File: config.mk
export PLATFORM = sky130hd
export DESIGN_NAME = lsu_mem_stage
export DESIGN_NICKNAME = d
export VERILOG_FILES = /design/src/rtl/lsu_mem_stage.sv
export SDC_FILE = /design/constraint.sdc
export NUM_CORES = 1
export LEC_CHECK = 0
export ABC_AREA = 1
export CORE_MARGIN = 3
export CORE_UTILIZATION = 65
export CTS_BUF_LIST = sky130_fd_sc_hd__clkbuf_8
export DETAILED_ROUTE_END_ITERATION = 10
export DONT_BUFFER_PORTS = 1
export PLACE_DENSITY = 0.81
export SLEW_MARGIN = 20
export SYNTH_ARGS = -nofsm -noshare
export SYNTH_HDL_FRONTEND = slang
export SYNTH_SLANG_ARGS = --single-unit
File: constraint.sdc
create_clock -name clk -period 4.84 [get_ports clk]
set_input_delay 1.21 -clock clk [delete_from_list [all_inputs] [get_ports clk]]
set_output_delay 1.21 -clock clk [all_outputs]
set_load 0.02 [all_outputs]
File: src/rtl/lsu_mem_stage.sv
// Load/store memory stage: one word-wide bus transaction per operation, with
// load alignment/extension and misaligned/illegal-op exception reporting.
`timescale 1ns/1ps

module lsu_mem_stage #(
   parameter int XLEN = 32
) (
   input  logic              clk,
   input  logic              rst_n,
   input  logic              req_valid,
   output logic              req_ready,
   input  logic [3:0]        req_op,
   input  logic [XLEN-1:0]   req_addr,
   input  logic [XLEN-1:0]   req_wdata,
   input  logic [4:0]        req_rd,
   output logic              mem_req,
   output logic              mem_we,
   output logic [XLEN-1:0]   mem_addr,
   output logic [3:0]        mem_be,
   output logic [XLEN-1:0]   mem_wdata,
   input  logic              mem_gnt,
   input  logic              mem_rvalid,
   input  logic [XLEN-1:0]   mem_rdata,
   output logic              wb_valid,
   output logic [4:0]        wb_rd,
   output logic [XLEN-1:0]   wb_data,
   output logic              done,
   output logic              exc_valid,
   output logic [3:0]        exc_cause,
   output logic [XLEN-1:0]   exc_addr
);

   typedef enum logic [1:0] {IDLE, REQ, WAIT, RESP} state_t;

   state_t            state, next_state;
   logic [3:0]        op_q;
   logic [XLEN-1:0]   addr_q;
   logic [XLEN-1:0]   wdata_q;
   logic [4:0]        rd_q;
   logic              exc_q;
   logic [3:0]        cause_q;
   logic [XLEN-1:0]   ldata_q;

   logic              op_legal;
   logic              misaligned;
   logic              in_exc;
   logic [3:0]        in_cause;
   logic [XLEN-1:0]   rdata_shifted;
   logic [7:0]        byte_sel;
   logic [15:0]       half_sel;
   logic [XLEN-1:0]   load_ext;

   // op[1:0] is the access size, op[2] selects zero-extension, op[3] marks a store
   always_comb begin
      op_legal = 1'b0;
      case (req_op)
         4'd0, 4'd1, 4'd2, 4'd4, 4'd5, 4'd8, 4'd9, 4'd10: op_legal = 1'b1;
         default: op_legal = 1'b0;
      endcase
      misaligned = ((req_op[1:0] == 2'd1) && req_addr[0]) ||
                   ((req_op[1:0] == 2'd2) && (req_addr[1:0] != 2'b00));
      in_exc     = !op_legal || misaligned;
      if (!op_legal)
         in_cause = 4'd2;
      else if (req_op[3])
         in_cause = 4'd6;
      else
         in_cause = 4'd4;
   end

   always_comb begin
      next_state = state;
      case (state)
         IDLE: if (req_valid) next_state = in_exc ? RESP : REQ;
         REQ:  if (mem_gnt) next_state = op_q[3] ? RESP : WAIT;
         WAIT: if (mem_rvalid) next_state = RESP;
         RESP: next_state = IDLE;
         default: next_state = IDLE;
      endcase
   end

   always_ff @(posedge clk or negedge rst_n) begin
      if (!rst_n) begin
         state   <= IDLE;
         op_q    <= '0;
         addr_q  <= '0;
         wdata_q <= '0;
         rd_q    <= '0;
         exc_q   <= 1'b0;
         cause_q <= '0;
         ldata_q <= '0;
      end else begin
         state <= next_state;
         if (state == IDLE && req_valid) begin
            op_q    <= req_op;
            addr_q  <= req_addr;
            wdata_q <= req_wdata;
            rd_q    <= req_rd;
            exc_q   <= in_exc;
            cause_q <= in_cause;
         end
         if (state == WAIT && mem_rvalid)
            ldata_q <= load_ext;
      end
   end

   // Lane extraction from the returned word using the latched byte offset
   always_comb begin
      rdata_shifted = mem_rdata >> {addr_q[1:0], 3'b000};
      byte_sel      = rdata_shifted[7:0];
      half_sel      = addr_q[1] ? mem_rdata[31:16] : mem_rdata[15:0];
      case (op_q[2:0])
         3'd0:    load_ext = {{24{byte_sel[7]}}, byte_sel};
         3'd1:    load_ext = {{16{half_sel[15]}}, half_sel};
         3'd4:    load_ext = {24'd0, byte_sel};
         3'd5:    load_ext = {16'd0, half_sel};
         default: load_ext = mem_rdata;
      endcase
   end

   // Bus outputs are only non-zero while a request is outstanding
   always_comb begin
      mem_req   = 1'b0;
      mem_we    = 1'b0;
      mem_addr  = '0;
      mem_be    = 4'b0000;
      mem_wdata = '0;
      if (state == REQ) begin
         mem_req  = 1'b1;
         mem_we   = op_q[3];
         mem_addr = {addr_q[XLEN-1:2], 2'b00};
         case (op_q[1:0])
            2'd0: begin
               mem_be    = 4'b0001 << addr_q[1:0];
               mem_wdata = {4{wdata_q[7:0]}};
            end
            2'd1: begin
               mem_be    = 4'b0011 << addr_q[1:0];
               mem_wdata = {2{wdata_q[15:0]}};
            end
            default: begin
               mem_be    = 4'b1111;
               mem_wdata = wdata_q;
            end
         endcase
      end
   end

   // Retirement pulses; rd=0 loads retire without a register write
   always_comb begin
      req_ready = (state == IDLE) && rst_n;
      done      = (state == RESP);
      wb_valid  = 1'b0;
      wb_rd     = '0;
      wb_data   = '0;
      exc_valid = 1'b0;
      exc_cause = '0;
      exc_addr  = '0;
      if (state == RESP) begin
         if (exc_q) begin
            exc_valid = 1'b1;
            exc_cause = cause_q;
            exc_addr  = (cause_q == 4'd2) ? '0 : addr_q;
         end else if (!op_q[3] && (rd_q != 5'd0)) begin
            wb_valid = 1'b1;
            wb_rd    = rd_q;
            wb_data  = ldata_q;
         end
      end
   end

endmodule
# == After elaboration in Yosys (flattened, before gate mapping) ==
# Memories as Yosys holds them, arrays and structs flattened.
# Index checks and enable logic that the tools add are counted.
# totals
romBits,16
n_memories,1
elab_cells,74
in_bits,110
register_bits,112
# op_classes
n_mux,33
reduce_logical,16
shifts,3
n_eq_ne,13
# mem_list
memory,words,word_bits,rd,rd_ports_with_merged_regs,wr,line_no,source
(name not given),16,1,1,0,0,56,case (req_op)
# op_table
operator,n
$mux 32,8
$pmux 32 s4,1
$pmux 32 s2,1
$shr 32x5->8,1
$mux 16,1
$mux 4,4
$mux 5,3
$mux 2,5
$mux 1,8
$pmux 2 s4,1
$pmux 4 s2,1
$eq 2x1->1 const B,3
$eq 2x2->1 const B,3
$eq 3x3->1 const B,2
$logic_and 1x1->1,6
$ne 2x2->1 const B,3
$reduce_bool 5->1,1
$eq 4x2->1 const B,1
$logic_not 2->1,2
$shl 1x2->4 const A,1
$shl 2x2->4 const A,1
$eq 3x1->1 const B,1
$logic_not 3->1,1
$reduce_and 3->1,1
other kinds (3),5

# == Depth between registers and ports, before layout ==
# depth
ltp_word,7
mapped_depth,9
mapped_depth_nobuf,8

# == Worst setup path after synthesis ==
# Ideal clock, no wire load.
# synth_path
path_kind,flip-flop to output port
start,reg state[1]
end,out mem_wdata[22]
stages_incl_launch_ff,7
arrival_ps,1638
setup_slack_ps,1992
path_cell_list,dfrtp_1 -> inv_1 -> ha_1 -> clkbuf_1 -> buf_2 -> o21ai_0 -> nor2_1
# synth_between
elab_chain_cells,2
# synth_lines
element,line_no,source
start: declaration,35,"state_t state, next_state;"
start signal: assignment,93,state <= next_state;
$eq 2x1->1,128,if (state == REQ) begin
$mux 32,128,
end: declaration,20,"output logic [XLEN-1:0] mem_wdata,"
# No other way between the ends.

# == Worst setup path after layout ==
# layout_path
start,reg state[1]
end,out exc_addr[9]
# layout_between
elab_chain_cells,2
# layout_lines
element,line_no,source
$eq 2x2->1,--,
via done,27,"output logic done,"
$mux 32,159,if (state == RESP) begin
end: declaration,30,output logic [XLEN-1:0] exc_addr
# The timed path passes the listed nets, and every way through them passes these cells.

==> summary.md <==
| Metric | Value |
|---|---|
| Max cap viols | `0` |
| Std cell rows | `35` |
| Synth area leaders | `dfrtp_1 (43%), nand2_1 (22%), nor2_1 (8.6%)` |
| DRC | `0` |
| DR vias/cell | `5.49` |
| Min Hold Slack | `0.497 ns` |
| Reg2Reg Depth | `5` |
| Final Hold Viols | `0` |
| CP cell instances | `ha_1 -> nand2_1 -> inv_1 -> nand2_1 -> nor2_1` |
| Number of global-route vias before repair | `5,610` |
| Comb power frac | `0.494` |
| Commonest cells post-synth | `nand2_1 (366), nor2_1 (145), inv_1 (122)` |
| Post-CTS Setup Inserts | `0` |
| Die area | `0.0110 sq mm` |
| Ys async rst share | `1.00` |
| Nets | `1,040` |
| Initial DRC count | `468` |
| Worst R2R Setup Slack | `2.64 ns` |
| # diodes | `0` |
| Hold/Removal Path Class | `register to register` |
| Flop and latch count out of synthesis | `110` |
| First-pass GRT wire length | `27,400 um` |
| Setup Skew | `0.0154 ns` |
| Die Width | `105 um` |
| Crit-path max cell delay | `0.79 ns` |
| Count leader, synth | `nand2_1` |
| Post-synth top flop | `dfrtp_1` |
| Synth-to-layout area growth | `2.03%` |
| Hold buffers post-CTS | `0` |
| Worst path slowest cell | `inv_1` |
| Die height | `105 um` |
| CP top delay family | `buffers and inverters` |
| Critical Path Stages | `5` |
| I/O pins | `257` |
| Mapped cell area | `0.00633 sq mm` |
| Total global routing overflow | `0` |
| Max Fclk | `256 MHz` |
| Yosys top cell by area | `dfrtp_1` |
| IO Port Bufs | `0` |
| Worst Setup SP | `state[1]$_DFFE_PN0P_` |
| Post-Syn Area per Cell | `6.59 sq um` |
| Minimum clock period | `3.91 ns` |
| Int Pwr | `2.17 mW` |
| Power Density | `692 mW/mm^2` |
| Worst setup endpoint | `exc_addr[9]` |
| Total Neg Setup Slack | `0 ns` |
| First drt pass iteration count | `5` |
| Total vias in the final route | `5,813` |
| Worst hold stages | `2` |
| TritonCTS clock tree | `built` |
| Clk_lat worst skew | `0.37 ns` |
| Clock power frac | `0.127` |
| Most frequent CP cell | `nand2_1` |
| Switching share of power | `0.515` |
| # clock sinks | `110` |
| Antenna violations before repair | `0` |
| CTS HTree Levels | `3` |
| Total GRT Usage | `0.308` |
| Worst Path Max Fanout | `31` |
| Core Area | `0.00937 sq mm` |
| Post-synth EDFFs | `0` |
| Critical path class | `register to output port` |
| Worst r2r dst | `rd_q[0]$_DFFE_PN0P_` |
| Clk slew on worst S/H paths | `0.11 ns` |
| Synth Instances | `962` |
| Crit path launch type | `register` |
| Setup Viol. Count Final | `0` |
| Reg power frac | `0.379` |
| Share of cells above drive strength 1 | `0.0452` |
| Wire per inst | `16.2 um` |
| Hpwl dp | `12,300 um` |
| Crit path DAT | `2.70 ns` |
| Peak supply drop | `0.362 mV` |
| Critical Path RT | `3.63 ns` |
| Post-CTS Resized | `0` |
| Largest net degree at the start of global routing | `112` |
| Post-synthesis sequential area ratio | `0.435` |
| Worst r2r src | `state[0]$_DFFE_PN0P_` |
| Fin crit share | `0.808` |
| Least-Margin Pin Slew | `1.02 ns` |
| CP Capture Type | `output port` |
| Synth top area share | `0.435` |
| Leak pwr | `3.79 nW` |
| Total Wirelength | `17,100 um` |
| Switching power | `2.30 mW` |
| CTS buffer count | `9` |
| RSZ-0062 raised after global routing | `false` |
| Root Driver | `clkbuf_8` |
| GPL Wtd Cong | `0.842` |
| Warnings, synthesis | `0` |
| Max transition margin | `0.319` |
| Crit path buf inv count | `1` |
| Status | `finished, final reports clean` |
| Initial Utilization | `0.676` |
| Synth unique cells | `25` |
| CTS max path bufs | `2` |
| Max Slew Vio Count | `0` |
| Routed Antenna Nets | `0` |
==> layout by cell type, fill, tap and decap left out, drive strengths merged <==
| cell type | count |
|---|---|
| a22oi | 1 |
| clkinvlp | 1 |
| a31oi | 1 |
| buf | 5 |
| conb | 4 |
| clkinv | 3 |
| inv | 130 |
| nand3 | 24 |
| clkbuf | 9 |
| bufinv | 1 |
| nor2 | 147 |
| nor3 | 4 |
| nand2 | 369 |
| o21ai | 57 |
| o22ai | 8 |
| o211ai | 2 |
| a21oi | 49 |
| dfrtp | 110 |
| ha | 5 |
==> through the flow <==
stage	power, mW	utilization	cells	worst slack (ns)	area (sq um)
after global routing	4.86	0.690	1059	0.683	6460
final	4.47	0.690	1059	0.929	6460
after CTS	4.47	0.689	1059	0.941	6460
after floorplan	3.49	-	965	1.99	6350
after global placement	3.81	0.668	1043	1.52	6260
after detailed placement	3.90	0.668	1043	1.38	6260
==> metal layers <==
layer	track usage	share of wire	up-vias
met2	0.519	0.49	276
met4	0.119	0.031	0
met3	0.0994	0.096	43
met1	0.366	0.38	2688
li1	-	-	2806
met5	0	0	-
==> worst reg2reg max path: cells and delay by family (launching register included) <==
family,cells,cell delay (ns)
AND/OR/NAND/NOR,1,0.08
adder cells (fa/ha/maj),1,0.25
AO/OA/AOI/OAI,1,0.53
buffers and inverters,2,0.83
flip-flops,1,0.41
==> cell type report <==
cell class	count	area, sq um
multi-input combinational	671	2830
tap	129	161
timing repair buffer	5	37.5
inverter	128	482
sequential	110	2750
fill	835	2910
clock buffer	9	124
clock inverter	7	72.6
==> kinds of logic after synthesis <==
family                     count (synthesis)  synth area share
and+or+nand+nor                          544             0.337
buffers and inverters                    184             0.122
AOI/OAI and AO/OA                        118            0.0962
DFF                                      110             0.435
adders and majority gates                  5           0.00988
other                                      1          0.000592
==> sequential cells by signal, summed over array words and instances (netlist names) <==
signal / cells
addr_q: 32
ldata_q: 32
wdata_q: 32
rd_q: 5
op_q: 4
cause_q: 2
state: 2
exc_q: 1
==> power groups by stage <==
stage / logic, mW / clock network (mW) / registers (mW)
CTS: 2.21 / 0.578 / 1.69
detailed placement: 2.20 / 0 / 1.70
floorplan: 1.92 / 0 / 1.58
global route: 2.48 / 0.623 / 1.75
finish: 2.21 / 0.568 / 1.69
global placement: 2.13 / 0 / 1.68
==> worst min-delay path by stage <==
| stage | from | to |
|---|---|---|
| 2_1_floorplan | ldata_q[15]$_DFFE_PN0P_ | ldata_q[15]$_DFFE_PN0P_ |
| 3_3_place_gp | wdata_q[28]$_DFFE_PN0P_ | wdata_q[28]$_DFFE_PN0P_ |
| 3_5_place_dp | wdata_q[28]$_DFFE_PN0P_ | wdata_q[28]$_DFFE_PN0P_ |
| 4_1_cts | rst_n | ldata_q[2]$_DFFE_PN0P_ |
| 5_1_grt | rst_n | rd_q[4]$_DFFE_PN0P_ |
| 6_report | wdata_q[28]$_DFFE_PN0P_ | wdata_q[28]$_DFFE_PN0P_ |
Note: power is estimated with default switching activity, not from simulation.
